<file path="src/rtl/lcd_spi_receiver_if.sv">
// Serial link from the LCD controller plus the received-byte stream.
// The receiver owns the byte stream; whoever drives the link uses the master side.
interface lcd_spi_receiver_if;
    logic       sclk;
    logic       sdin;
    logic       sce;
    logic       dc;
    logic       res;
    logic       byte_valid;
    logic [7:0] byte_data;
    logic       byte_dc;

    modport master (
        output sclk, sdin, sce, dc, res,
        input  byte_valid, byte_data, byte_dc
    );

    modport slave (
        input  sclk, sdin, sce, dc, res,
        output byte_valid, byte_data, byte_dc
    );
endinterface

</file>
<file path="src/rtl/lcd_spi_receiver.sv">
// PCD8544-style LCD serial receiver: byte assembly, command decode, write pointer
// and optional framebuffer (define LCD_RX_FRAMEBUFFER_EN to include the memory).
module lcd_spi_receiver #(
    parameter int X_MAX = 84,
    parameter int Y_MAX = 6
) (
    input  logic                clock,
    input  logic                Reset,
    lcd_spi_receiver_if.slave   lnk,
    output logic [6:0]          x_addr,
    output logic [2:0]          y_addr,
    output logic                power_down,
    output logic                vaddr_mode,
    output logic                ext_mode,
    output logic [6:0]          vop,
    output logic                frame_err,
    output logic                cmd_err,
    input  logic [8:0]          rd_addr,
    output logic [7:0]          rd_data
);

    // Bit order {res, dc, sce, sdin, sclk}; idle = LCD out of reset, deselected, clock low.
    localparam logic [4:0] SYNC_IDLE = 5'b10100;
    localparam logic [6:0] X_LAST    = 7'(X_MAX - 1);
    localparam logic [2:0] Y_LAST    = 3'(Y_MAX - 1);

    logic [4:0] sync1, sync2;
    logic       sclk_q, sce_q;
    logic       sclk_s, sdin_s, sce_s, dc_s, res_s;
    logic       sclk_rise, sce_rise;
    logic [2:0] bit_cnt;
    logic [6:0] shift_q;

    assign sclk_s    = sync2[0];
    assign sdin_s    = sync2[1];
    assign sce_s     = sync2[2];
    assign dc_s      = sync2[3];
    assign res_s     = sync2[4];
    assign sclk_rise = sclk_s & ~sclk_q;
    assign sce_rise  = sce_s & ~sce_q;

    always_ff @(posedge clock) begin
        if (Reset) begin
            sync1          <= SYNC_IDLE;
            sync2          <= SYNC_IDLE;
            sclk_q         <= 1'b0;
            sce_q          <= 1'b1;
            bit_cnt        <= '0;
            shift_q        <= '0;
            lnk.byte_valid <= 1'b0;
            lnk.byte_data  <= 8'h00;
            lnk.byte_dc    <= 1'b0;
            frame_err      <= 1'b0;
        end else begin
            sync1          <= {lnk.res, lnk.dc, lnk.sce, lnk.sdin, lnk.sclk};
            sync2          <= sync1;
            sclk_q         <= sclk_s;
            sce_q          <= sce_s;
            lnk.byte_valid <= 1'b0;
            frame_err      <= 1'b0;
            if (!res_s) begin
                bit_cnt <= '0;
                shift_q <= '0;
            end else if (sce_rise && bit_cnt != 3'd0) begin
                bit_cnt   <= '0;
                frame_err <= 1'b1;
            end else if (sclk_rise && !sce_s) begin
                if (bit_cnt == 3'd7) begin
                    lnk.byte_data  <= {shift_q, sdin_s};
                    lnk.byte_dc    <= dc_s;
                    lnk.byte_valid <= 1'b1;
                    bit_cnt        <= '0;
                end else begin
                    shift_q <= {shift_q[5:0], sdin_s};
                    bit_cnt <= bit_cnt + 3'd1;
                end
            end
        end
    end

    logic [6:0] x_next;
    logic [2:0] y_next;
    logic       is_func, is_sety, is_setx, is_vop;

    always_comb begin
        x_next = x_addr;
        y_next = y_addr;
        if (!vaddr_mode) begin
            if (x_addr == X_LAST) begin
                x_next = '0;
                y_next = (y_addr == Y_LAST) ? 3'd0 : y_addr + 3'd1;
            end else begin
                x_next = x_addr + 7'd1;
            end
        end else begin
            if (y_addr == Y_LAST) begin
                y_next = '0;
                x_next = (x_addr == X_LAST) ? 7'd0 : x_addr + 7'd1;
            end else begin
                y_next = y_addr + 3'd1;
            end
        end
    end

    always_comb begin
        is_func = (lnk.byte_data[7:3] == 5'b00100);
        is_sety = !ext_mode && (lnk.byte_data[7:3] == 5'b01000);
        is_setx = !ext_mode && lnk.byte_data[7];
        is_vop  = ext_mode && lnk.byte_data[7];
    end

    // LCD reset (res low) behaves like Reset for the control state but spares the framebuffer.
    always_ff @(posedge clock) begin
        if (Reset || !res_s) begin
            x_addr     <= '0;
            y_addr     <= '0;
            vop        <= '0;
            power_down <= 1'b1;
            vaddr_mode <= 1'b0;
            ext_mode   <= 1'b0;
            cmd_err    <= 1'b0;
        end else begin
            cmd_err <= 1'b0;
            if (lnk.byte_valid) begin
                if (lnk.byte_dc) begin
                    x_addr <= x_next;
                    y_addr <= y_next;
                end else if (is_func) begin
                    power_down <= lnk.byte_data[2];
                    vaddr_mode <= lnk.byte_data[1];
                    ext_mode   <= lnk.byte_data[0];
                end else if (is_sety) begin
                    if (lnk.byte_data[2:0] > Y_LAST) cmd_err <= 1'b1;
                    else                             y_addr  <= lnk.byte_data[2:0];
                end else if (is_setx) begin
                    if (lnk.byte_data[6:0] > X_LAST) cmd_err <= 1'b1;
                    else                             x_addr  <= lnk.byte_data[6:0];
                end else if (is_vop) begin
                    vop <= lnk.byte_data[6:0];
                end
            end
        end
    end

`ifdef LCD_RX_FRAMEBUFFER_EN
    localparam int         DEPTH  = X_MAX * Y_MAX;
    localparam logic [8:0] X_MAX9 = 9'(X_MAX);

    logic [7:0] fb [DEPTH];
    logic [8:0] wr_addr;
    logic       fb_we;

    assign wr_addr = 9'(y_addr) * X_MAX9 + 9'(x_addr);
    assign fb_we   = lnk.byte_valid && lnk.byte_dc && res_s && !Reset;

    // No reset here: contents survive both Reset and LCD reset; reads see pre-write data.
    always_ff @(posedge clock) begin
        if (fb_we) fb[wr_addr] <= lnk.byte_data;
        rd_data <= fb[rd_addr];
    end
`else
    logic unused_rd;

    assign rd_data   = 8'h00;
    assign unused_rd = ^rd_addr;
`endif

endmodule

</file>
<file path="src/flat_wrapper.sv">
// flat-port wrapper written by rule: the top's interface ports become plain ports
module lcd_spi_receiver_flat 
#(
    parameter int X_MAX = 84,
    parameter int Y_MAX = 6
)
  (clock, Reset, x_addr, y_addr, power_down, vaddr_mode, ext_mode, vop, frame_err, cmd_err, rd_addr, rd_data, lnk_sclk, lnk_sdin, lnk_sce, lnk_dc, lnk_res, lnk_byte_valid, lnk_byte_data, lnk_byte_dc);
  lcd_spi_receiver_if lnk_i ();
  input  logic clock;
  input  logic Reset;
  output logic [6:0] x_addr;
  output logic [2:0] y_addr;
  output logic power_down;
  output logic vaddr_mode;
  output logic ext_mode;
  output logic [6:0] vop;
  output logic frame_err;
  output logic cmd_err;
  input  logic [8:0] rd_addr;
  output logic [7:0] rd_data;
  input wire logic [$bits(lnk_i.sclk)-1:0] lnk_sclk;
  input wire logic [$bits(lnk_i.sdin)-1:0] lnk_sdin;
  input wire logic [$bits(lnk_i.sce)-1:0] lnk_sce;
  input wire logic [$bits(lnk_i.dc)-1:0] lnk_dc;
  input wire logic [$bits(lnk_i.res)-1:0] lnk_res;
  output wire logic [$bits(lnk_i.byte_valid)-1:0] lnk_byte_valid;
  output wire logic [$bits(lnk_i.byte_data)-1:0] lnk_byte_data;
  output wire logic [$bits(lnk_i.byte_dc)-1:0] lnk_byte_dc;
  assign lnk_i.sclk = lnk_sclk;
  assign lnk_i.sdin = lnk_sdin;
  assign lnk_i.sce = lnk_sce;
  assign lnk_i.dc = lnk_dc;
  assign lnk_i.res = lnk_res;
  assign lnk_byte_valid = lnk_i.byte_valid;
  assign lnk_byte_data = lnk_i.byte_data;
  assign lnk_byte_dc = lnk_i.byte_dc;
  lcd_spi_receiver #(.X_MAX(X_MAX), .Y_MAX(Y_MAX)) u_core (.clock(clock), .Reset(Reset), .lnk(lnk_i), .x_addr(x_addr), .y_addr(y_addr), .power_down(power_down), .vaddr_mode(vaddr_mode), .ext_mode(ext_mode), .vop(vop), .frame_err(frame_err), .cmd_err(cmd_err), .rd_addr(rd_addr), .rd_data(rd_data));
endmodule
</file>
<file path="config.mk">
export PLATFORM = sky130hd
export DESIGN_NAME = lcd_spi_receiver_flat
export DESIGN_NICKNAME = d
export VERILOG_FILES = /design/src/rtl/lcd_spi_receiver_if.sv /design/src/rtl/lcd_spi_receiver.sv /design/src/flat_wrapper.sv
export SDC_FILE = /design/constraint.sdc
export NUM_CORES = 1
export LEC_CHECK = 0
export CAP_MARGIN = 20
export CORE_UTILIZATION = 35
export CTS_BUF_LIST = sky130_fd_sc_hd__clkbuf_8
export CTS_CLUSTER_SIZE = 14
export DETAILED_ROUTE_END_ITERATION = 8
export SLEW_MARGIN = 40
export SYNTH_ARGS = -nofsm -noshare
export SYNTH_HDL_FRONTEND = slang
export SYNTH_SLANG_ARGS = --single-unit
</file>
<file path="constraint.sdc">
create_clock -name clock -period 1.4 [get_ports clock]
set_input_delay 0.14 -clock clock [delete_from_list [all_inputs] [get_ports clock]]
set_output_delay 0.14 -clock clock [all_outputs]
set_load 0.02 [all_outputs]
</file>
# Word-level counts from Yosys, hierarchy flattened
# Cells that the tools add are included.
[totals]
reg_bits = 54
latch_bits = 0
ram_bits = 0
rom_bits = 0
input_bits = 16
out_inout_bits = 40
wordCells = 90
n_memories = 0
[op_classes]
addsub = 3
mul = 0
n_div = 0
magnitude_cmp = 2
n_eq_ne = 11
n_shift = 0
mux = 22
n_bitwise = 13
n_reduce_logical = 22
[ops]
columns = ["op", "count"]
rows = [
  ["$mux 7", 8],
  ["$mux 3", 8],
  ["$reduce_and 6->1", 2],
  ["$not 1->1", 11],
  ["$ne 2x1->1 const B", 4],
  ["$reduce_or 4->1", 2],
  ["$add 7x1->7 const B", 1],
  ["$eq 7x7->1 const B", 1],
  ["$gt 7x7->1 const B", 1],
  ["$add 3x1->3 const B", 2],
  ["$eq 3x3->1 const B", 2],
  ["$mux 1", 6],
  ["$ne 3x3->1 const B", 2],
  ["$reduce_and 3->1", 2],
  ["$eq 5x3->1 const B", 1],
  ["$eq 5x4->1 const B", 1],
  ["$logic_and 1x1->1", 5],
  ["$reduce_and 5->1", 1],
  ["$reduce_and 4->1", 1],
  ["$reduce_bool 2->1", 2],
  ["$gt 3x3->1 const B", 1],
  ["$logic_not 1->1", 3],
  ["$reduce_bool 3->1", 1],
  ["$reduce_or 3->1", 1],
  ["3 further kinds", 4],
]

# Depth between registers and ports, before layout
# Gate-level depths: netlist (run 1).
[logic_depth]
word_depth = 6
depth_mapped = 6
depth_no_buf = 6

# Least setup slack after synthesis (run 1)
# Ideal clock, no wire load.
[synth_timing]
kind = "register to register"
startpoint = "reg u_core.x_addr[0]"
endpoint = "reg u_core.x_addr[6]"
setup_ps = 92
arrival_time_ps = 1416
required_time_ps = 1308
slack_ps = -108
stages_incl_launch_ff = 6
path_buffers = 0
period_less_slack_ps = 1508
cell_sequence = "dfxtp_1 -> ha_1 -> and3_1 -> nand3_1 -> o31a_1 -> o32ai_1"
[synth_between]
elab_chain_cells = 5
elab_cells_between_ends = 6
classes_between = "1 x add/sub; 1 x eq/ne; 4 x mux"
[synth_lines]
columns = ["item", "line_no", "source"]
rows = [
  ["start, declared", "lcd_spi_receiver.sv:10", "output logic [6:0] x_addr,"],
  ["start signal, assigned", "lcd_spi_receiver.sv:126", "x_addr <= x_next;"],
  ["start signal, assigned", "lcd_spi_receiver.sv:137", "else x_addr <= lnk.byte_data[6:0];"],
  ["$add 7x1->7 / $eq 7x7->1 (equally long branches)", "lcd_spi_receiver.sv:93, lcd_spi_receiver.sv:98, lcd_spi_receiver.sv:89", ""],
  ["$mux 7 *", "lcd_spi_receiver.sv:89, lcd_spi_receiver.sv:98", ""],
  ["$mux 7", "lcd_spi_receiver.sv:96", "if (y_addr == Y_LAST) begin"],
  ["$mux 7 *", "lcd_spi_receiver.sv:88", "if (!vaddr_mode) begin"],
  ["$mux 7 *", "lcd_spi_receiver.sv:125", "if (lnk.byte_dc) begin"],
]
# Every way passes the cells marked *; elsewhere a longest branch is shown, timed or not. The select of a mux whose other input is x is not followed.
# A chain may end at the register's enable or synchronous reset.

# Worst setup path after layout (run 1)
[layout_timing]
startpoint = "reg u_core.cmd_err"
endpoint = "out cmd_err"
[layout_lines]
columns = ["item", "line_no", "source"]
rows = [
  ["start, declared", "lcd_spi_receiver.sv:17", "output logic cmd_err,"],
  ["start signal, assigned", "lcd_spi_receiver.sv:121", "cmd_err <= 1'b0;"],
  ["start signal, assigned", "lcd_spi_receiver.sv:123", "cmd_err <= 1'b0;"],
  ["start signal, assigned", "lcd_spi_receiver.sv:133", "if (lnk.byte_data[2:0] > Y_LAST) cmd_err <= 1'b1;"],
  ["end, declared", "flat_wrapper.sv:18", "output logic cmd_err;"],
]
# No word-level cell between the ends.

==> results of run 1 <==
## layout make-up
cell class / count / area, um^2 / area share (%)
multi-input cells: 209 / 1360 / 40.9
flip-flops and latches: 54 / 1110 / 33.4
repair buffers: 75 / 647 / 19.4
well taps: 77 / 96.3 / 2.89
clock buffers: 5 / 68.8 / 2.06
clock inverters: 3 / 28.8 / 0.863
inverters: 5 / 18.8 / 0.563
## cells by family (layout without fill, tap and decap cells)
| group | after synthesis | in the layout | synth area share [%] |
|---|---|---|---|
| mux | 3 | 3 | 1.25 |
| simple gates | 129 | 129 | 27.6 |
| flops | 54 | 54 | 45.0 |
| compound gates | 65 | 65 | 18.7 |
| other cells | 1 | 8 | 0.156 |
| buf+inv | 24 | 88 | 5.21 |
| fa+ha+maj | 4 | 4 | 2.08 |
## how the worst max path moves through the flow
stage                                  from  cells past startpoint  slack [ns]               end
finish                       u_core.cmd_err                      1        0.03           cmd_err
global route        u_core.lnk.byte_data[5]                      6       -0.02  u_core.x_addr[6]
CTS                        u_core.x_addr[0]                      5      0.0004  u_core.x_addr[6]
detailed placement                    Reset                      4       -0.02  u_core.x_addr[6]
global placement                      Reset                      4       -0.02  u_core.x_addr[6]
floorplan                  u_core.x_addr[0]                      5      0.0007  u_core.x_addr[6]
## power groups by stage
stage | logic (W) | clock network, W | registers, W
2_1_floorplan | 0.0000780 | 0 | 0.00159
3_3_place_gp | 0.000106 | 0 | 0.00159
3_5_place_dp | 0.000107 | 0 | 0.00159
4_1_cts | 0.000106 | 0.000972 | 0.00156
5_1_grt | 0.000117 | 0.00101 | 0.00155
6_report | 0.000107 | 0.000943 | 0.00154
## cell usage after synthesis (2+ instances only)
master | instances | area [um^2]
and3_1 | 5 | 31.3
a221oi_2 | 2 | 30.0
o21ai_1 | 3 | 15.0
a21oi_1 | 30 | 150
ha_1 | 4 | 50.1
or2_1 | 2 | 12.5
nor2_1 | 13 | 48.8
a2bb2oi_1 | 2 | 17.5
nor3b_2 | 2 | 25.0
nand4_1 | 2 | 12.5
nand2b_1 | 5 | 31.3
nand3b_1 | 5 | 37.5
a211oi_1 | 3 | 22.5
or2_2 | 5 | 31.3
nor2b_1 | 11 | 68.8
nand2_1 | 60 | 225
a32o_1 | 2 | 20.0
clkbuf_1 | 6 | 22.5
nor3_1 | 3 | 15.0
mux2i_1 | 3 | 30.0
dfxtp_1 | 54 | 1080
buf_4 | 8 | 60.1
a31oi_1 | 2 | 12.5
o22ai_1 | 4 | 25.0
o32ai_1 | 2 | 17.5
buf_2 | 4 | 20.0
inv_1 | 4 | 15.0
a21o_1 | 2 | 15.0
nand3_1 | 6 | 30.0
or3b_1 | 3 | 26.3
a22oi_1 | 2 | 15.0
## placed cells by master, fill, tap and decap left out, types with 3 or more instances in the layout
cell type and count:
nand2_1 59, dfxtp_1 41, buf_4 34, a21oi_1 30, dlygate4sd2_1 29, nor2_1 13
nor2b_1 11, conb_1 8, clkdlybuf4s50_1 7, dfxtp_2 7, dfxtp_4 6, nand3_1 5
nand3b_1 5, or2_2 5, clkbuf_8 5, inv_1 4, and3_1 3, nand2b_1 3
o22ai_1 3, mux2i_1 3
## through the flow
stage	cells	power (W)	utilization (%)	TNS (ns)
floorplan	287	0.00167	-	0
global placement	417	0.00170	47.8	-0.0274
detailed placement	417	0.00170	47.8	-0.0381
CTS	425	0.00263	48.8	0
global route	428	0.00268	51.3	-0.0410
finish	428	0.00259	51.3	0
## state kept, by name (all words and copies together) (netlist names), 3 cells and up
signal	count
u_core.bit_cnt	3
u_core.lnk.byte_data	8
u_core.shift_q	7
u_core.sync1	5
u_core.sync2	5
u_core.vop	7
u_core.x_addr	7
u_core.y_addr	3
## per-layer routing
metal	up-vias	global-route usage [%]	wire [um]
li1	1103	-	-
met1	1020	21.8	2690
met2	70	26.6	2730
met3	8	3.31	312
met4	0	6.16	78
met5	-	0	0
## repair_timing
item | in CTS | in global routing
endpoints found under the setup margin | 33 | 31
resized for setup | 31 | 32
pin swaps | 1 | 6
setup buffers | 0 | 3
hold buffers | 0 | 0
==> results_dict.tcl, run 1 <==
set metrics [dict create \
    status "finished, violations left" \
    violations "DRC" \
    min_path_type "input pin to flop" \
    hold_viol 0 \
    ys_types 52 \
    fin_ws_ns 0.0345 \
    io_buffers 38 \
    async_reset_ff_share_pct 0 \
    syn_inst 280 \
    grt_pass1_vias 1966 \
    place_area_um2 3100 \
    grt_max_degree 23 \
    peakVddDrop_mv 0.702 \
    gr-total-overflow 0 \
    clock_latency_ns 0.32 \
    rr_worst_depth 6 \
    maxCapViolations 0 \
    holdPathEnd "u_core.sync1[3]" \
    final_area_um2 3330 \
    worstHoldStart "lnk_dc" \
    setup_viol 0 \
    grt_usage_pct 16.5 \
    p_clk_share_pct 36.3 \
    wirelength_mm 5.81 \
    cts_tree "built" \
    cts.path.max_buffers 2 \
    switching_share_pct 24.7 \
    clock.fmax_mhz 732 \
    postSynthRegisterBits 54 \
    powerDensity_nw_per_um2 778 \
    required_ns 1.26 \
    power.switching_w 0.000640 \
    io_pins 56 \
    core_area_um2 6490 \
    drive_above_1_share_pct 26.2 \
    worstPathCellList "clkdlybuf4s50_1" \
    synth_edf_count 0 \
    initial_core_util_pct 37.0 \
    rsz0062_at_grt "true" \
    place_ws_ns -0.0191 \
    die-area_um2 7200 \
    p_seq_share_pct 59.5 \
    cp_data_arrival_time_ns 1.23 \
    grt_pass1_wl_mm 9.45 \
    path_clk_slew_ns 0.11 \
    finalCritPeriodShare_pct 97.5 \
    startpoint_type "flop" \
    crit_buf_inv 1 \
    numCtsBuffers 5 \
    cp_max_fo 1 \
    reg2reg_to "u_core.x_addr[6]" \
    r2r_slack_ns 0.04 \
    pwr-share-comb_pct 4.1 \
    die_h_um 84.8 \
    power.leakage_nw 1.39 \
    synth_area_um2 2400 \
    synth_area_per_cell_um2 8.58 \
    critPathCaptureType "output pin" \
    clock-sinks 54 \
    critical_path_class "flop to output pin" \
    dp_hpwl_mm 4.16 \
    route.detailed.drc 4 \
    yosysSeqAreaShare_pct 45.0 \
    slew_violations 0 \
    crit_family "buffers and inverters" \
    post_drt_wl_per_cell_um 13.6 \
    fp-row-count 29 \
    fin_crit_ns 1.37 \
    critPathSlowestCell "clkdlybuf4s50_1" \
    drt_pass1_iterations 7 \
    via_per_inst 5.14 \
    synth-main-ff-cell "dfxtp_1" \
    cts-root-buf "clkbuf_8" \
    num-fill-cells 614 \
    ant_nets 0 \
    htreeDepth 2 \
    drt_iter0_drc 135 \
    clock_skew_ns 0.0130 \
    antenna_found_initial 0 \
    num_antenna_cells 0 \
    timing.rr.start "u_core.lnk.byte_data[5]" \
    vias 2201 \
    p_int_w 0.00195 \
    hold_depth 2 \
    finalHoldWorstSlack_ns 0.359 \
    area_growth_pct 38.9 \
    gp_congestion 0.834 \
    fin_nets 370 \
    yosysWarningCount 0 \
    slowest_delay_ns 0.59 \
    dieWidth_um 84.8 \
]
Note: power is estimated with default switching activity, not from simulation.
==> inputs of run 2 (changes only) <==
- clock period: 1.4 -> 1.3 ns (I/O delays scaled with it)
==> results_dict.tcl, run 2 (same netlist as run 1, synthesis figures left out) <==
set metrics [dict create \
    status "finished, violations left" \
    violations "DRC, setup timing" \
    drive_above_1_share_pct 37.5 \
    gr-total-overflow 0 \
    path_clk_slew_ns 0.10 \
    fin_nets 384 \
    grt_util_met1_pct 21.9 \
    peakVddDrop_mv 0.544 \
    required_ns 1.51 \
    core_area_um2 6490 \
    critPathCaptureType "flop" \
    worstHoldStart "lnk_sdin" \
    timing.rr.start "u_core.x_addr[0]" \
    min_path_type "input pin to flop" \
    clock.fmax_mhz 719 \
    numCtsBuffers 5 \
    die_h_um 84.8 \
    clock_skew_ns 0.00702 \
    fin_ws_ns -0.0901 \
    powerDensity_nw_per_um2 787 \
    vias 2215 \
    cp_data_arrival_time_ns 1.60 \
    post_cts_buffers 0 \
    finalCritPeriodShare_pct 107 \
    fp-row-count 29 \
    num-fill-cells 622 \
    clock-sinks 54 \
    rr_worst_depth 5 \
    cts-root-buf "clkbuf_8" \
    cp_max_fo 5 \
    r2r_slack_ns -0.09 \
    io_buffers 38 \
    initial_core_util_pct 37.0 \
    via_per_inst 5.01 \
    layout_common_cells "nand2_1, buf_4, dfxtp_1" \
    die-area_um2 7200 \
    hold_viol 0 \
    total_power_w 0.00279 \
    num_antenna_cells 0 \
    hold_buffers 0 \
    htreeDepth 2 \
    post_drt_wl_per_cell_um 13.1 \
    drt_iter0_drc 81 \
    gp_congestion 0.847 \
    io_pins 56 \
    finalSetupTns_ns -0.222 \
    grt.met3_usage_pct 2.63 \
    antenna_found_initial 0 \
    largest_reg_flops 8 \
    ant_nets 0 \
    grt_max_degree 18 \
    top_register "u_core.lnk.byte_data" \
    hold_depth 2 \
    maxCapViolations 0 \
    holdPathEnd "u_core.sync1[1]" \
    multi_input_area_um2 1470 \
    gr-max-usage-layer "met2" \
    fin_crit_ns 1.39 \
    rsz0062_at_grt "true" \
    cts_tree "built" \
    dieWidth_um 84.8 \
    fin_util_pct 54.6 \
    reg2reg_to "u_core.y_addr[0]" \
    clock_latency_ns 0.30 \
    setup_viol 6 \
    startpoint_type "flop" \
    wirelength_mm 5.80 \
    cts.path.max_buffers 2 \
    layout_commonest_cell "nand2_1" \
    slew_violations 0 \
    ff_latch_area_um2 1130 \
    power.leakage_nw 1.44 \
    met2_usage_pct 29.8 \
    drt_pass1_iterations 6 \
    finalHoldWorstSlack_ns 0.371 \
    area_growth_pct 47.8 \
    grt_pass1_wl_mm 9.99 \
    route.detailed.drc 3 \
    grt_pass1_vias 2157 \
    critical_path_class "flop to flop" \
    dp_hpwl_mm 4.28 \
    grt_usage_pct 17.0 \
]
[run 2: cell types whose count changed in the layout (fill, tap and decap cells not counted), sizes merged]
cell           change
clkdlybuf4s50      -1
dlymetal6s2s       -2
dlygate4sd2        -5
clkinvlp           +1
clkdlybuf4s15      +1
clkbuf             +8
buf               +14
clkinv             -2
[run 2: critical path: stages (launching register included)]
cell	delay, ns
dfxtp_4	0.37
ha_4	0.17
nand2b_4	0.08
o31ai_4	0.34
o22ai_2	0.13
a221oi_2	0.21
[run 2: per-stage QoR]
stage | setup WS, ns | std cells | cell area, um^2
floorplan | -0.0150 | 287 | 2540
global placement | -0.122 | 434 | 3310
detailed placement | -0.166 | 434 | 3310
CTS | -0.0431 | 442 | 3450
global route | -0.112 | 442 | 3550
finish | -0.0901 | 442 | 3550
[run 2: what timing repair did]
action | CTS | global route
gates resized for setup | 50 | 42
pin swaps | 6 | 10
endpoints found under the setup margin | 54 | 48
[run 2: routing by layer]
metal	wire, um	share of wire, %	vias up
li1	-	-	1127
met1	2700	46	1027
met2	2850	49	53
met3	178	3.1	8
met4	79	1.4	0
met5	0	0	-
[run 2: worst max-delay path by stage]
stage | endpoint | from
final | u_core.y_addr[0] | u_core.x_addr[0]
after global routing | u_core.x_addr[6] | u_core.x_addr[0]
after CTS | u_core.y_addr[0] | u_core.x_addr[0]
after detailed placement | u_core.x_addr[6] | Reset
after global placement | u_core.x_addr[6] | Reset
after floorplan | u_core.x_addr[6] | u_core.x_addr[1]
[run 2: where the power goes]
group / total [W] / leakage (nW) / internal, W / switching, W
Sequential: 0.00166 / 0.451 / 0.00165 / 0.00000691
Clock: 0.00100 / 0.0478 / 0.000440 / 0.000562
Combinational: 0.000131 / 0.940 / 0.0000595 / 0.0000712
Total: 0.00279 / 1.44 / 0.00215 / 0.000640
[run 2: final cells by class]
cell class,instances,share of cell area (%)
tap,77,2.72
timing repair buffer,89,20.8
sequential,54,31.8
multi-input combinational,209,41.4
clock buffer,6,2.33
inverter,5,0.529
clock inverter,2,0.458
==> inputs of run 3 (changes only) <==
- MAX_ROUTING_LAYER: not set -> met4
==> results_dict.tcl, run 3 (same netlist as run 1, synthesis figures left out) <==
set metrics [dict create \
    largest_reg_flops 8 \
    finalCritPeriodShare_pct 107 \
    fin_ws_ns -0.0901 \
    timing.rr.start "u_core.x_addr[0]" \
    numCtsBuffers 5 \
    post_drt_wl_per_cell_um 13.1 \
    drt_pass1_iterations 6 \
    io_pins 56 \
    r2r_slack_ns -0.09 \
    via_per_inst 5.01 \
    rsz0062_at_grt "true" \
    vias 2213 \
    num_antenna_cells 0 \
    grt_max_degree 18 \
    cts-root-buf "clkbuf_8" \
    drt_iter0_drc 87 \
    holdPathEnd "u_core.sync1[1]" \
    clock_latency_ns 0.30 \
    power.leakage_nw 1.44 \
    layout_common_cells "nand2_1, buf_4, dfxtp_1" \
    maxCapViolations 0 \
    core_area_um2 6490 \
    setup_viol 6 \
    top_register "u_core.lnk.byte_data" \
    critPathCaptureType "flop" \
    cts.path.max_buffers 2 \
    grt_usage_pct 17.5 \
    post_cts_buffers 0 \
    dp_cells 434 \
    fin_util_pct 54.6 \
    area_growth_pct 47.8 \
    route.detailed.drc 3 \
    clock.fmax_mhz 719 \
    cp_data_arrival_time_ns 1.60 \
    rr_worst_depth 5 \
    layout.cells.non_filler 442 \
    peakVddDrop_mv 0.543 \
    die-area_um2 7200 \
    multi_input_area_um2 1470 \
    total_power_w 0.00279 \
    hold_viol 0 \
    reg2reg_to "u_core.y_addr[0]" \
    required_ns 1.51 \
    fin_nets 384 \
    htreeDepth 2 \
    startpoint_type "flop" \
    clock-sinks 54 \
    initial_core_util_pct 37.0 \
    cp_max_fo 5 \
    grt_pass1_wl_mm 10.0 \
    status "finished, violations left" \
    ant_nets 0 \
    min_path_type "input pin to flop" \
    grt_pass1_vias 2160 \
    path_clk_slew_ns 0.10 \
    gp_congestion 0.860 \
    die_h_um 84.8 \
    dp_hpwl_mm 4.28 \
    cts_tree "built" \
    slew_violations 0 \
    hold_depth 2 \
    fp-row-count 29 \
    fin_crit_ns 1.39 \
    powerDensity_nw_per_um2 787 \
    antenna_found_initial 0 \
    ff_latch_area_um2 1130 \
    critical_path_class "flop to flop" \
    io_buffers 38 \
    violations "DRC, setup timing" \
    finalHoldWorstSlack_ns 0.372 \
    place_ws_ns -0.166 \
    dieWidth_um 84.8 \
    clock_skew_ns 0.00702 \
    layout_commonest_cell "nand2_1" \
    num-fill-cells 622 \
    gr-total-overflow 0 \
    wirelength_mm 5.80 \
    worstHoldStart "lnk_sdin" \
    drive_above_1_share_pct 37.5 \
]
[run 3: cell counts in the layout (fill, tap and decap cells not counted)]
No cell type changed its count.
[run 3: area by class of cell]
| class | count | share of cell area (%) |
|---|---|---|
| inverter | 5 | 0.529 |
| multi-input combinational | 209 | 41.4 |
| sequential | 54 | 31.8 |
| tap | 77 | 2.72 |
| timing repair buffer | 89 | 20.8 |
| clock inverter | 2 | 0.458 |
| clock buffer | 6 | 2.33 |
[run 3: worst max-delay path: stages (launching register included)]
cell      delay (ns)
dfxtp_4         0.37
ha_4            0.17
nand2b_4        0.08
o31ai_4         0.34
o22ai_2         0.13
a221oi_2        0.21
[run 3: how the worst max path moves through the flow]
stage / startpoint / to / cells past startpoint
after floorplan: u_core.x_addr[1] / u_core.x_addr[6] / 5
after global placement: Reset / u_core.x_addr[6] / 4
after detailed placement: Reset / u_core.x_addr[6] / 4
after CTS: u_core.x_addr[0] / u_core.y_addr[0] / 5
after global routing: u_core.x_addr[0] / u_core.x_addr[6] / 5
final: u_core.x_addr[0] / u_core.y_addr[0] / 5
[run 3: metal layers]
layer	up-vias	GRT usage, %	share of wire [%]
li1	1127	-	-
met3	8	2.63	3.0
met1	1027	21.9	47
met2	51	29.8	49
met4	0	4.47	1.3
met5	-	-	0
[run 3: power breakdown]
group          internal (W)  total [W]  switching [W]
Clock              0.000440    0.00100       0.000561
Sequential          0.00165    0.00166     0.00000691
Combinational     0.0000595   0.000131      0.0000711
Total               0.00215    0.00279       0.000639
[run 3: stage by stage]
| stage | TNS, ns | cell area [um^2] |
|---|---|---|
| 6_report | -0.221 | 3550 |
| 4_1_cts | -0.0899 | 3450 |
| 3_5_place_dp | -2.25 | 3310 |
| 2_1_floorplan | -0.0453 | 2540 |
| 3_3_place_gp | -1.55 | 3310 |
| 5_1_grt | -0.676 | 3550 |
[run 3: what timing repair did]
action / CTS / global route
resized for setup: 50 / 42
pin swaps: 6 / 10
setup endpoints to repair: 54 / 48
hold buffers: 0 / 0
